## config.mk

```make
export PLATFORM = sky130hd
export DESIGN_NAME = stopwatch_ctrl_flat
export DESIGN_NICKNAME = d
export VERILOG_FILES = /design/src/rtl/stopwatch_ctrl_if.sv /design/src/rtl/stopwatch_ctrl.sv /design/src/flat_wrapper.sv
export SDC_FILE = /design/constraint.sdc
export NUM_CORES = 1
export LEC_CHECK = 0
export CORE_ASPECT_RATIO = 1.1
export CORE_UTILIZATION = 35
export CTS_CLUSTER_DIAMETER = 80
export DETAILED_ROUTE_END_ITERATION = 6
export DONT_BUFFER_PORTS = 1
export SYNTH_ARGS = -nofsm -noshare
export SYNTH_HDL_FRONTEND = slang
export SYNTH_SLANG_ARGS = --single-unit
```

## constraint.sdc

```tcl
create_clock -name clk -period 2.9 [get_ports clk]
set_clock_uncertainty 0.15 [all_clocks]
set_input_delay 0.58 -clock clk [delete_from_list [all_inputs] [get_ports clk]]
set_output_delay 0.58 -clock clk [all_outputs]
set_load 0.01 [all_outputs]
```

## src/rtl/stopwatch_ctrl_if.sv

```systemverilog
`default_nettype none
// ----------------------------------------------------------------------------
// stopwatch_ctrl_if : raw button/switch inputs and counter control strobes
// Rev 1.0
// ----------------------------------------------------------------------------
interface stopwatch_ctrl_if;
  logic btn_pause;
  logic btn_clr;
  logic sw_adj;
  logic sw_sel;
  logic cnt_en;
  logic cnt_clr;
  logic adj_sec;
  logic adj_min;
  logic paused;
  logic blink;

  modport master (
    input  btn_pause, btn_clr, sw_adj, sw_sel,
    output cnt_en, cnt_clr, adj_sec, adj_min, paused, blink
  );

  modport slave (
    output btn_pause, btn_clr, sw_adj, sw_sel,
    input  cnt_en, cnt_clr, adj_sec, adj_min, paused, blink
  );
endinterface
`default_nettype wire

```

## src/rtl/stopwatch_ctrl.sv

```systemverilog
`default_nettype none
// ----------------------------------------------------------------------------
// stopwatch_ctrl : input conditioning, tick divider and RUN/PAUSED/ADJUST FSM
// Rev 1.0
// ----------------------------------------------------------------------------
module stopwatch_ctrl #(
  parameter int CLK_DIV_1HZ = 100_000_000,
  parameter int DEB_LEN     = 1_000_000
) (
  input  logic              clk,
  input  logic              rst,
  stopwatch_ctrl_if.master  bus
);
  localparam int DIV_W = $clog2(CLK_DIV_1HZ);
  localparam int DEB_W = $clog2(DEB_LEN);
  localparam int N_IN  = 4;
  localparam logic [DIV_W-1:0] DIV_LAST = DIV_W'(CLK_DIV_1HZ - 1);
  localparam logic [DIV_W-1:0] DIV_HALF = DIV_W'(CLK_DIV_1HZ / 2 - 1);
  localparam logic [DEB_W-1:0] DEB_LAST = DEB_W'(DEB_LEN - 1);

  localparam logic [1:0] ST_RUN    = 2'd0;
  localparam logic [1:0] ST_PAUSED = 2'd1;
  localparam logic [1:0] ST_ADJUST = 2'd2;

  logic [N_IN-1:0] raw;
  logic [N_IN-1:0] deb;
  logic [N_IN-1:0] deb_d;

  assign raw = {bus.sw_sel, bus.sw_adj, bus.btn_clr, bus.btn_pause};

  // Counter tracks consecutive cycles where the synced input disagrees with the debounced level
  generate
    for (genvar i = 0; i < N_IN; i++) begin : g_cond
      logic [1:0]       sync;
      logic [DEB_W-1:0] cnt;
      logic             lvl;
      logic             lvl_d;

      always_ff @(posedge clk) begin
        if (!rst) begin
          sync  <= 2'b00;
          cnt   <= '0;
          lvl   <= 1'b0;
          lvl_d <= 1'b0;
        end else begin
          sync  <= {sync[0], raw[i]};
          lvl_d <= lvl;
          if (sync[1] == lvl) begin
            cnt <= '0;
          end else if (cnt == DEB_LAST) begin
            cnt <= '0;
            lvl <= sync[1];
          end else begin
            cnt <= cnt + DEB_W'(1);
          end
        end
      end

      assign deb[i]   = lvl;
      assign deb_d[i] = lvl_d;
    end
  endgenerate

  logic pause_p, clr_p, adj, sel;
  assign pause_p = deb[0] & ~deb_d[0];
  assign clr_p   = deb[1] & ~deb_d[1];
  assign adj     = deb[2];
  assign sel     = deb[3];

  logic [DIV_W-1:0] div;
  logic             tick1, tick2;

  always_ff @(posedge clk) begin
    if (!rst)                div <= '0;
    else if (div == DIV_LAST) div <= '0;
    else                     div <= div + DIV_W'(1);
  end

  assign tick1 = (div == DIV_LAST);
  assign tick2 = tick1 | (div == DIV_HALF);

  logic [1:0] state, state_nx;
  logic [1:0] ret, ret_nx;
  logic       cnt_en_nx, cnt_clr_nx, adj_sec_nx, adj_min_nx, paused_nx, blink_nx;

  always_ff @(posedge clk) begin
    if (!rst) begin
      state       <= ST_RUN;
      ret         <= ST_RUN;
      bus.cnt_en  <= 1'b0;
      bus.cnt_clr <= 1'b0;
      bus.adj_sec <= 1'b0;
      bus.adj_min <= 1'b0;
      bus.paused  <= 1'b0;
      bus.blink   <= 1'b1;
    end else begin
      state       <= state_nx;
      ret         <= ret_nx;
      bus.cnt_en  <= cnt_en_nx;
      bus.cnt_clr <= cnt_clr_nx;
      bus.adj_sec <= adj_sec_nx;
      bus.adj_min <= adj_min_nx;
      bus.paused  <= paused_nx;
      bus.blink   <= blink_nx;
    end
  end

  // The adjust switch takes priority over a coincident pause pulse
  always_comb begin
    state_nx = state;
    ret_nx   = ret;
    case (state)
      ST_RUN: begin
        if (adj) begin
          state_nx = ST_ADJUST;
          ret_nx   = ST_RUN;
        end else if (pause_p) begin
          state_nx = ST_PAUSED;
        end
      end
      ST_PAUSED: begin
        if (adj) begin
          state_nx = ST_ADJUST;
          ret_nx   = ST_PAUSED;
        end else if (pause_p) begin
          state_nx = ST_RUN;
        end
      end
      ST_ADJUST: begin
        if (!adj) state_nx = ret;
      end
      default: state_nx = ST_RUN;
    endcase
  end

  always_comb begin
    cnt_en_nx  = ((state == ST_RUN) & tick1 | (state == ST_ADJUST) & tick2) & ~clr_p;
    cnt_clr_nx = clr_p;
    adj_sec_nx = (state_nx == ST_ADJUST) & ~sel;
    adj_min_nx = (state_nx == ST_ADJUST) & sel;
    paused_nx  = (state_nx == ST_PAUSED);
    if (state_nx != ST_ADJUST || state != ST_ADJUST) blink_nx = 1'b1;
    else if (tick2)                                  blink_nx = ~bus.blink;
    else                                             blink_nx = bus.blink;
  end
endmodule
`default_nettype wire

```

## src/flat_wrapper.sv

```systemverilog
// flat-port wrapper written by rule: the top's interface ports become plain ports
module stopwatch_ctrl_flat 
#(
  parameter int CLK_DIV_1HZ = 100_000_000,
  parameter int DEB_LEN     = 1_000_000
)
  (clk, rst, bus_btn_pause, bus_btn_clr, bus_sw_adj, bus_sw_sel, bus_cnt_en, bus_cnt_clr, bus_adj_sec, bus_adj_min, bus_paused, bus_blink);
  stopwatch_ctrl_if bus_i ();
  input  logic clk;
  input  logic rst;
  input wire logic [$bits(bus_i.btn_pause)-1:0] bus_btn_pause;
  input wire logic [$bits(bus_i.btn_clr)-1:0] bus_btn_clr;
  input wire logic [$bits(bus_i.sw_adj)-1:0] bus_sw_adj;
  input wire logic [$bits(bus_i.sw_sel)-1:0] bus_sw_sel;
  output wire logic [$bits(bus_i.cnt_en)-1:0] bus_cnt_en;
  output wire logic [$bits(bus_i.cnt_clr)-1:0] bus_cnt_clr;
  output wire logic [$bits(bus_i.adj_sec)-1:0] bus_adj_sec;
  output wire logic [$bits(bus_i.adj_min)-1:0] bus_adj_min;
  output wire logic [$bits(bus_i.paused)-1:0] bus_paused;
  output wire logic [$bits(bus_i.blink)-1:0] bus_blink;
  assign bus_i.btn_pause = bus_btn_pause;
  assign bus_i.btn_clr = bus_btn_clr;
  assign bus_i.sw_adj = bus_sw_adj;
  assign bus_i.sw_sel = bus_sw_sel;
  assign bus_cnt_en = bus_i.cnt_en;
  assign bus_cnt_clr = bus_i.cnt_clr;
  assign bus_adj_sec = bus_i.adj_sec;
  assign bus_adj_min = bus_i.adj_min;
  assign bus_paused = bus_i.paused;
  assign bus_blink = bus_i.blink;
  stopwatch_ctrl #(.CLK_DIV_1HZ(CLK_DIV_1HZ), .DEB_LEN(DEB_LEN)) u_core (.clk(clk), .rst(rst), .bus(bus_i));
endmodule
```

# [Word level (Yosys, flattened, before mapping)]
# Cells that the tools add are included.
# Widths: inputs -> output; s select.
[totals] ff_bits=131 latch_bits=0 ramBits=0 romBits=0 in_bits=6 output_inout_bits=6 mem_count=0
[classes] addsub=5 multipliers=0 div=0 magnitude_cmp=0 n_eq_ne=18 shift=0 mux=9 bitwise=19 n_reduce_logical=14
[ops] operator="$add 20x1->20 const B" n=4
[ops] operator="$eq 20x20->1 const B" n=4
[ops] operator="$add 27x1->27 const B" n=1
[ops] operator="$eq 27x26->1 const B" n=1
[ops] operator="$eq 27x27->1 const B" n=1
[ops] operator="$mux 2" n=7
[ops] operator="$reduce_or 3->1" n=4
[ops] operator="$not 1->1" n=10
[ops] operator="$reduce_and 2->1" n=4
[ops] operator="$and 1x1->1" n=7
[ops] operator="$pmux 2 s3" n=1
[ops] operator="$eq 1x1->1" n=4
[ops] operator="$eq 2x1->1 const B" n=2
[ops] operator="$eq 2x2->1 const B" n=2
[ops] operator="$ne 2x1->1 const B" n=2
[ops] operator="$ne 2x2->1 const B" n=2
[ops] operator="$pmux 2 s2" n=1
[ops] operator="$reduce_or 2->1" n=2
[ops] operator="$reduce_and 3->1" n=1
[ops] operator="$logic_not 2->1" n=1
[ops] operator="$or 1x1->1" n=2
[ops] operator="$reduce_bool 2->1" n=1
[ops] operator="$logic_or 1x1->1" n=1

# [Longest topological paths before layout]
# Gate-level depths: netlist (run 1).
[depth] ltp_word=8 mapped_depth=6 mapped_depth_nobuf=5

# [Least setup slack after synthesis (run 1)]
# OpenSTA, ideal clock, no wires.
[synth_path] kind="register to register" from="register u_core.div[0]" to="register u_core.div[18]" setup_time_ps=70 t_arrival_ps=1817 path_slack_ps=863 path_stages_with_launch=7 n_path_buf=1 period_less_slack_ps=2037 cell_sequence="dfxtp_1 -> ha_1 -> nand2_1 -> or4_1 -> clkbuf_2 -> or4_1 -> a21oi_1"
[synth_between] elab_chain_cells=2
[synth_lines] item="start, declared" line_no="stopwatch_ctrl.sv:70" rtl="logic [DIV_W-1:0] div;"
[synth_lines] item="start signal, assigned" line_no="stopwatch_ctrl.sv:76" rtl="else div <= div + DIV_W'(1);"
[synth_lines] item="parallel branches: the longest is 2 deep, another holds $add 27x1->27"
# Parallel ways; which one is timed is not known.
# A chain may end at the register's enable or synchronous reset.

# [Final worst setup path (run 1)]
# Same ends and word-level chain as after synthesis.

==> metrics.cfg, run 1 <==
[pwr]
power_mw=4.09
p_leak_nw=2.01
peakVddDrop_v=0.000374
powerDensity_nw_per_um2=621

[timing]
post-route-period-util_pct=75.0
tightest_slew_ns=0.487
hold_violations=0
drv_slew=0
grt_setup_unrepaired=false
slew_headroom_pct=67.1
max_freq_ghz=0.460
tns_ns=0
period_needed_ns=2.18
setup-violations-final=0
hold_ws_ns=0.135

[synth]
ys_types=50
ys.warnings.count=0
ys_ff_latch=130
ys_seq_area_share_pct=45.3
syn_nets=669
postSynthAreaPerCell_um2=8.73
syn-instance-count=658
netlist_area_um2=5750

[floorplan]
die_y_um=136
coreArea_um2=15900
row_count=48
pin_count=12
start_util_pct=36.2
die_area_um2=16900
die_w_um=124

[placement]
place_hpwl_mm=7.81
io_buffers=0
place.gp.congestion=0.797

[finish]
final_cell_mix=dfxtp_1 (130), nor2_1 (75), a21oi_1 (44)
diodes=0
fillers=1550
mostFrequentLayoutCell=dfxtp_1
nets=678
syn_to_final_growth_pct=14.8
drive_above_1_share_pct=7.79

[clock_network]
numCtsBuffers=17
cts_max_path_buffers=2
post_cts_resized=0
cts_setup_buffers=0
cts_tree=done
htreeDepth=4
insertion_delay_ns=0.42
clock-sinks=130
clkTransAtPathRegs_ns=0.06
cts-root-buf=clkbuf_16
cts_hold_buf=0

[drt]
ant_nets=0
drc=0
drt_wl_total_mm=11.2
wl_per_cell_um=12.7
firstDrtPassIters=5
vias=4652
drt_iter0_drc=323
vias_per_cell=5.29

[grt]
grt_pass1_wl_mm=19.3
grt_pass1_vias=4226
antenna_found_initial=0
overflow=0
grt_usage_pct=14.5
grt_max_degree=21

[worst_setup_path]
worstRegToRegCells=5
required_ns=3.10
cp-end-kind=flop
crit_fanout=7
crit_arrival_ns=2.38
path_class=flop to flop
cp-start-kind=flop

[outcome]
outcome=finished, final reports clean

[job]
maxCapViolations=0

[worst_hold_path]
hold_class=primary input to flop
holdPathStages=1

## where the power goes
part           switching (mW)  internal (mW)  total (mW)
sequential            0.00789           1.80        1.81
combinational          0.0247         0.0140      0.0387
clock                   0.753           1.50        2.25
total                   0.786           3.31        4.09
## through the flow
| stage | util [%] | cells | cell area [um^2] | worst slack [ns] |
|---|---|---|---|---|
| CTS | 41.6 | 880 | 6590 | 0.714 |
| detailed placement | 37.6 | 848 | 5970 | 0.720 |
| global placement | 37.6 | 848 | 5970 | 0.747 |
| finish | 41.6 | 880 | 6590 | 0.724 |
| floorplan | - | 658 | 5750 | 0.863 |
| global route | 41.6 | 880 | 6590 | 0.575 |
## routing by layer
metal | routed length (um) | up-vias | track usage, % | part of all wire (%)
met5 | 0 | - | 0 | 0
li1 | - | 2380 | - | -
met4 | 255 | 0 | 7.67 | 2.3
met1 | 5310 | 2163 | 18.4 | 48
met2 | 5120 | 89 | 21.9 | 46
met3 | 497 | 20 | 4.15 | 4.4
## final timing paths
kind / endpoint / from / slack (ns)
worst max-delay path: u_core.div[18] / u_core.div[0] / 0.72
worst min-delay path: u_core.g_cond[1].sync[0] / rst / 0.13
worst max register to register: u_core.div[18] / u_core.div[0] / 0.72
worst min register to register: u_core.g_cond[0].sync[1] / u_core.g_cond[0].sync[0] / 0.28
## state kept, by name, summed over array words and instances, names as in the netlist
name	cells
u_core.bus.cnt_clr	1
u_core.g_cond.cnt	80
u_core.bus.paused	1
u_core.bus.adj_sec	1
u_core.g_cond.sync	8
u_core.g_cond.lvl	3
u_core.bus.cnt_en	1
u_core.g_cond.lvl_d	2
u_core.bus.adj_min	1
u_core.div	27
u_core.adj	1
u_core.ret	1
u_core.bus.blink	1
u_core.state	2
## kinds of logic (layout without fill, tap and decap cells)
group                      Yosys count  after routing  share of synthesized area (%)
and+or+nand+nor                    317            317                           30.7
DFF                                130            130                           45.3
AOI/OAI and AO/OA                   96             96                           9.78
xor gates and xnor gates            63             63                           9.60
buffers and inverters               46             68                           3.40
adders and majority gates            5              5                           1.09
muxes                                1              1                          0.174
## worst max-delay path, stage by stage, from the launching register on
cell and delay (ns):
dfxtp_1 0.38, ha_1 0.29, nand2_1 0.12, or4_1 0.54, or4_1 0.50, a21oi_1 0.14
## synthesized netlist by cell type (all sizes together)
cell type | instances | area share [%]
a211oi | 1 | 0.13
a21boi | 1 | 0.13
a21oi | 44 | 3.8
a31oi | 2 | 0.22
and2 | 14 | 1.5
and3 | 10 | 1.1
and4 | 8 | 1.2
and4b | 1 | 0.17
buf | 7 | 0.83
clkbuf | 11 | 0.74
clkinv | 1 | 0.065
dfxtp | 130 | 45
ha | 5 | 1.1
inv | 27 | 1.8
mux2i | 1 | 0.17
nand2 | 38 | 2.5
nand2b | 2 | 0.22
nand3 | 39 | 3.4
nand4 | 24 | 2.8
nand4b | 4 | 0.61
nand4bb | 1 | 0.20
nor2 | 75 | 4.9
nor2b | 3 | 0.33
nor3 | 15 | 1.3
nor3b | 2 | 0.26
nor4 | 14 | 1.5
nor4b | 6 | 0.91
nor4bb | 2 | 0.35
o211ai | 4 | 0.61
o21ai | 23 | 2.0
o31ai | 20 | 2.7
o32ai | 1 | 0.15
or2 | 3 | 0.33
or3 | 27 | 3.0
or3b | 2 | 0.30
or4 | 26 | 3.5
or4bb | 1 | 0.20
xnor2 | 43 | 6.6
xor2 | 20 | 3.0
## final cells by class
type,count,area [um^2],share of cell area [%]
clock inverter,11,158,2.39
clock buffer,21,470,7.13
inverter,28,105,1.59
sequential,130,2600,39.5
multi-input combinational,482,2950,44.7
tap,200,250,3.80
timing repair buffer,8,60.1,0.911
Power figures use the tool's default switching activity.
==> run 2: changes to the inputs <==
==> constraint.sdc (replaced) <==
create_clock -name clk -period 2.3 [get_ports clk]
set_clock_uncertainty 0.15 [all_clocks]
set_input_delay 0.46 -clock clk [delete_from_list [all_inputs] [get_ports clk]]
set_output_delay 0.46 -clock clk [all_outputs]
set_load 0.01 [all_outputs]
==> run 2 against run 1 <==
Clock-buffer cell count grew 2. Final cell count grew 0.80%. Global-route usage grew 0.58 points. Register-to-register slack lost 0.59 ns. Maximum frequency grew 0.30%. Via count grew 0.84%. Non-clock buffer count grew 7. Hold slack lost 0.11 ns. Critical path type unchanged. Largest cell class unchanged. Largest power group unchanged.
==> metrics.cfg, run 2 (synthesis results as in run 1) <==
[worst_hold_path]
hold_start=rst
holdPathStages=1
hold_end=u_core.g_cond[0].sync[0]
hold_class=primary input to flop

[clock_network]
insertion_delay_ns=0.41
htreeDepth=4
clock-sinks=130
cts_max_path_buffers=2
cts-root-buf=clkbuf_16
cts_tree=done
numCtsBuffers=17
cts_setup_buffers=0
clkTransAtPathRegs_ns=0.05
cts_hold_buf=0
post_cts_resized=0

[worst_setup_path]
cp-start-kind=flop
crit_arrival_ns=2.31
r2r-end=u_core.g_cond[0].cnt[18]
cp-end-kind=flop
required_ns=2.44
worstRegToRegCells=5
crit_fanout=20
crit_start=u_core.g_cond[0].cnt[9]
r2r_start=u_core.g_cond[0].cnt[9]
reg2reg_slack_ns=0.13
path_class=flop to flop

[floorplan]
row_count=48
coreArea_um2=15900
die_w_um=124
start_util_pct=36.2
die_area_um2=16900
pin_count=12
die_y_um=136

[finish]
final_cell_mix=dfxtp_1 (130), nor2_1 (75), a21oi_1 (44)
drive_above_1_share_pct=8.59
instances_no_fill=887
largest_register_ffs=80
largest_registers=u_core.g_cond.cnt x80, u_core.div x27, u_core.g_cond.sync x8
nets=685
largest-register=u_core.g_cond.cnt
syn_to_final_growth_pct=15.5
mostFrequentLayoutCell=dfxtp_1
diodes=0

[pwr]
p_leak_nw=2.03
powerDensity_nw_per_um2=768
peakVddDrop_v=0.000595

[timing]
setup-violations-final=0
max_freq_ghz=0.461
slew_headroom_pct=68.9
period_needed_ns=2.17
hold_violations=0
tns_ns=0
grt_setup_unrepaired=false
tightest_slew_ns=0.460
post-route-period-util_pct=94.3
drv_slew=0

[grt]
grt_max_degree=22
grt_pass1_wl_mm=20.2
overflow=0
grt_pass1_vias=4495
grt_usage_pct=15.1
antenna_found_initial=0

[placement]
place.gp.congestion=0.786
place_hpwl_mm=8.01
io_buffers=0
dp_cells=855

[drt]
ant_nets=0
firstDrtPassIters=4
drt_iter0_drc=247
drt_wl_total_mm=11.3
vias_per_cell=5.29
drc=0
vias=4691
wl_per_cell_um=12.8

[outcome]
outcome=finished, final reports clean

[job]
maxCapViolations=0

[run 2: how the worst max path moves through the flow]
stage / end / slack (ns) / depth (start not counted)
after floorplan: u_core.div[18] / 0.26 / 6
after global routing: u_core.g_cond[0].cnt[13] / 0.003 / 6
after global placement: u_core.div[23] / 0.18 / 4
final: u_core.g_cond[0].cnt[18] / 0.13 / 5
after detailed placement: u_core.g_cond[0].cnt[12] / 0.14 / 5
after CTS: u_core.g_cond[0].cnt[13] / 0.13 / 5
[run 2: per-stage QoR]
| stage | setup slack, ns | power, mW | area [um^2] | util [%] | hold slack, ns |
|---|---|---|---|---|---|
| 3_5_place_dp | 0.144 | 2.38 | 6020 | 38.0 | 0.278 |
| 5_1_grt | 0.00266 | 5.26 | 6630 | 41.8 | 0.0106 |
| 2_1_floorplan | 0.263 | 2.36 | 5750 | - | 0.236 |
| 6_report | 0.130 | 5.10 | 6630 | 41.8 | 0.0223 |
| 3_3_place_gp | 0.175 | 2.38 | 6020 | 38.0 | 0.276 |
| 4_1_cts | 0.126 | 5.16 | 6630 | 41.8 | 0.00446 |
[run 2: layer usage]
layer | wire [um] | global-route usage, % | part of all wire [%] | vias up
met4 | 221 | 7.21 | 1.9 | 0
met5 | 0 | 0 | 0 | -
li1 | - | - | - | 2394
met3 | 322 | 4.03 | 2.8 | 18
met1 | 5520 | 18.9 | 49 | 2218
met2 | 5280 | 23.7 | 47 | 61
[run 2: power by group]
group          switching, mW  internal (mW)
registers            0.00949           2.27
clock network          0.956           1.81
logic                 0.0323         0.0197
[run 2: area by class of cell]
class                   count  area [um^2]
fillers                  1563         9220
well taps                 200          250
repair buffers             15          113
inverters                  28          105
clock inverters             9          128
multi-input cells         482         2950
flip-flops and latches    130         2600
clock buffers              23          488
[run 2: worst max-delay path: stages (launching register included)]
cell and delay (ns):
dfxtp_1 0.37, or4bb_1 0.50, or4_1 0.52, o211ai_1 0.18
buf_4 0.26, a21oi_1 0.06
==> run 3: changes to the inputs <==
--- a/config.mk
+++ b/config.mk
@@ -10,6 +10,7 @@
 export CTS_CLUSTER_DIAMETER = 80
 export DETAILED_ROUTE_END_ITERATION = 6
 export DONT_BUFFER_PORTS = 1
+export RECOVER_POWER = 25
 export SYNTH_ARGS = -nofsm -noshare
 export SYNTH_HDL_FRONTEND = slang
 export SYNTH_SLANG_ARGS = --single-unit
==> run 3 against run 2 <==
Routed wire length is essentially flat. Sequential share of layout area hardly changed. Flip-flop and latch count stayed put. First-iteration DRC count shrank 1.2%. Hold slack barely moved. Register-to-register slack about the same. Maximum frequency is essentially flat. Non-clock buffer count is the same. Design area about the same. Global-route usage unchanged. Final cell count is the same. Critical path depth is the same. Largest power group unchanged.
==> metrics.cfg, run 3 (synthesis results as in run 1) <==
[outcome]
outcome=finished, final reports clean

[finish]
mostFrequentLayoutCell=dfxtp_1
drive_above_1_share_pct=8.59
diodes=0
nets=685
largest-register=u_core.g_cond.cnt
largest_register_ffs=80
final_cell_mix=dfxtp_1 (130), nor2_1 (75), a21oi_1 (44)
syn_to_final_growth_pct=15.4
largest_registers=u_core.g_cond.cnt x80, u_core.div x27, u_core.g_cond.sync x8
final_util_pct=41.8

[worst_setup_path]
required_ns=2.44
crit_start=u_core.g_cond[0].cnt[9]
worstRegToRegCells=5
r2r_start=u_core.g_cond[0].cnt[9]
path_class=flop to flop
crit_arrival_ns=2.31
crit_fanout=20
cp-start-kind=flop
cp-end-kind=flop
reg2reg_slack_ns=0.13
endpoint=u_core.g_cond[0].cnt[18]
r2r-end=u_core.g_cond[0].cnt[18]

[drt]
ant_nets=0
wl_per_cell_um=12.8
firstDrtPassIters=4
vias=4690
drt_wl_total_mm=11.3
vias_per_cell=5.29
drt_iter0_drc=244
drc=0

[grt]
antenna_found_initial=0
grt_usage_pct=15.1
overflow=0
grt_pass1_wl_mm=20.2
grt_max_degree=22
grt_pass1_vias=4495

[timing]
hold_violations=0
post-route-period-util_pct=94.4
max_freq_ghz=0.461
drv_slew=0
setup-violations-final=0
period_needed_ns=2.17
tightest_slew_ns=0.460
grt_setup_unrepaired=false
slew_headroom_pct=68.9
tns_ns=0

[placement]
io_buffers=0
place.gp.congestion=0.786
place_hpwl_mm=8.01

[clock_network]
insertion_delay_ns=0.41
htreeDepth=4
cts_max_path_buffers=2
cts_setup_buffers=0
post_cts_resized=0
numCtsBuffers=17
clkTransAtPathRegs_ns=0.05
clock-sinks=130
cts_hold_buf=0
cts-root-buf=clkbuf_16
cts_tree=done

[floorplan]
pin_count=12
die_area_um2=16900
die_y_um=136
start_util_pct=36.2
coreArea_um2=15900
row_count=48
die_w_um=124

[pwr]
p_leak_nw=2.02
peakVddDrop_v=0.000595
powerDensity_nw_per_um2=768

[worst_hold_path]
hold_class=primary input to flop
holdPathStages=1

[job]
maxCapViolations=0

-- run 3: cell types whose count changed in the layout (fill, tap and decap cells not counted), sizes merged --
cell    previous run  this run
buf               15        14
clkbuf            23        24
-- run 3: power by group --
group / switching (mW) / internal [mW] / leakage [nW] / total, mW
logic: 0.0322 / 0.0191 / 0.680 / 0.0514
clock network: 0.956 / 1.81 / 0.295 / 2.77
registers: 0.00948 / 2.27 / 1.05 / 2.28
-- run 3: routing by layer --
metal	vias to the layer above	share of wire, %	track usage [%]
met3	18	3.0	4.03
li1	2396	-	-
met1	2210	48	18.9
met5	-	0	0
met4	0	1.9	7.21
met2	66	47	23.7
-- run 3: metrics by stage --
step                area [um^2]  cells  setup slack (ns)  total power [mW]  hold slack (ns)
floorplan                  5750    658             0.263              2.36            0.236
global placement           6020    855             0.175              2.38            0.276
detailed placement         6020    855             0.144              2.38            0.278
CTS                        6630    887             0.126              5.16          0.00446
global route               6630    887           0.00266              5.26           0.0106
finish                     6630    887             0.129              5.10           0.0225
-- run 3: cell type report --
| type | instances | area, um^2 |
|---|---|---|
| fill | 1564 | 9220 |
| multi-input combinational | 482 | 2950 |
| sequential | 130 | 2600 |
| clock buffer | 23 | 488 |
| tap | 200 | 250 |
| clock inverter | 9 | 128 |
| timing repair buffer | 15 | 110 |
| inverter | 28 | 105 |
-- run 3: how the worst min path moves through the flow --
stage	start	to	slack, ns
5_1_grt	rst	u_core.g_cond[1].sync[1]	0.01
3_3_place_gp	u_core.g_cond[1].sync[0]	u_core.g_cond[1].sync[1]	0.28
3_5_place_dp	u_core.g_cond[1].sync[0]	u_core.g_cond[1].sync[1]	0.28
4_1_cts	rst	u_core.g_cond[3].sync[0]	0.004
6_report	rst	u_core.g_cond[1].sync[1]	0.02
2_1_floorplan	u_core.g_cond[1].lvl_d	u_core.bus.cnt_clr	0.24
-- run 3: worst max-delay path: stages, from the launching register on --
cell and delay [ns]:
dfxtp_1 0.37, or4bb_1 0.50, or4_1 0.52, o211ai_1 0.18, buf_4 0.26, a21oi_1 0.07
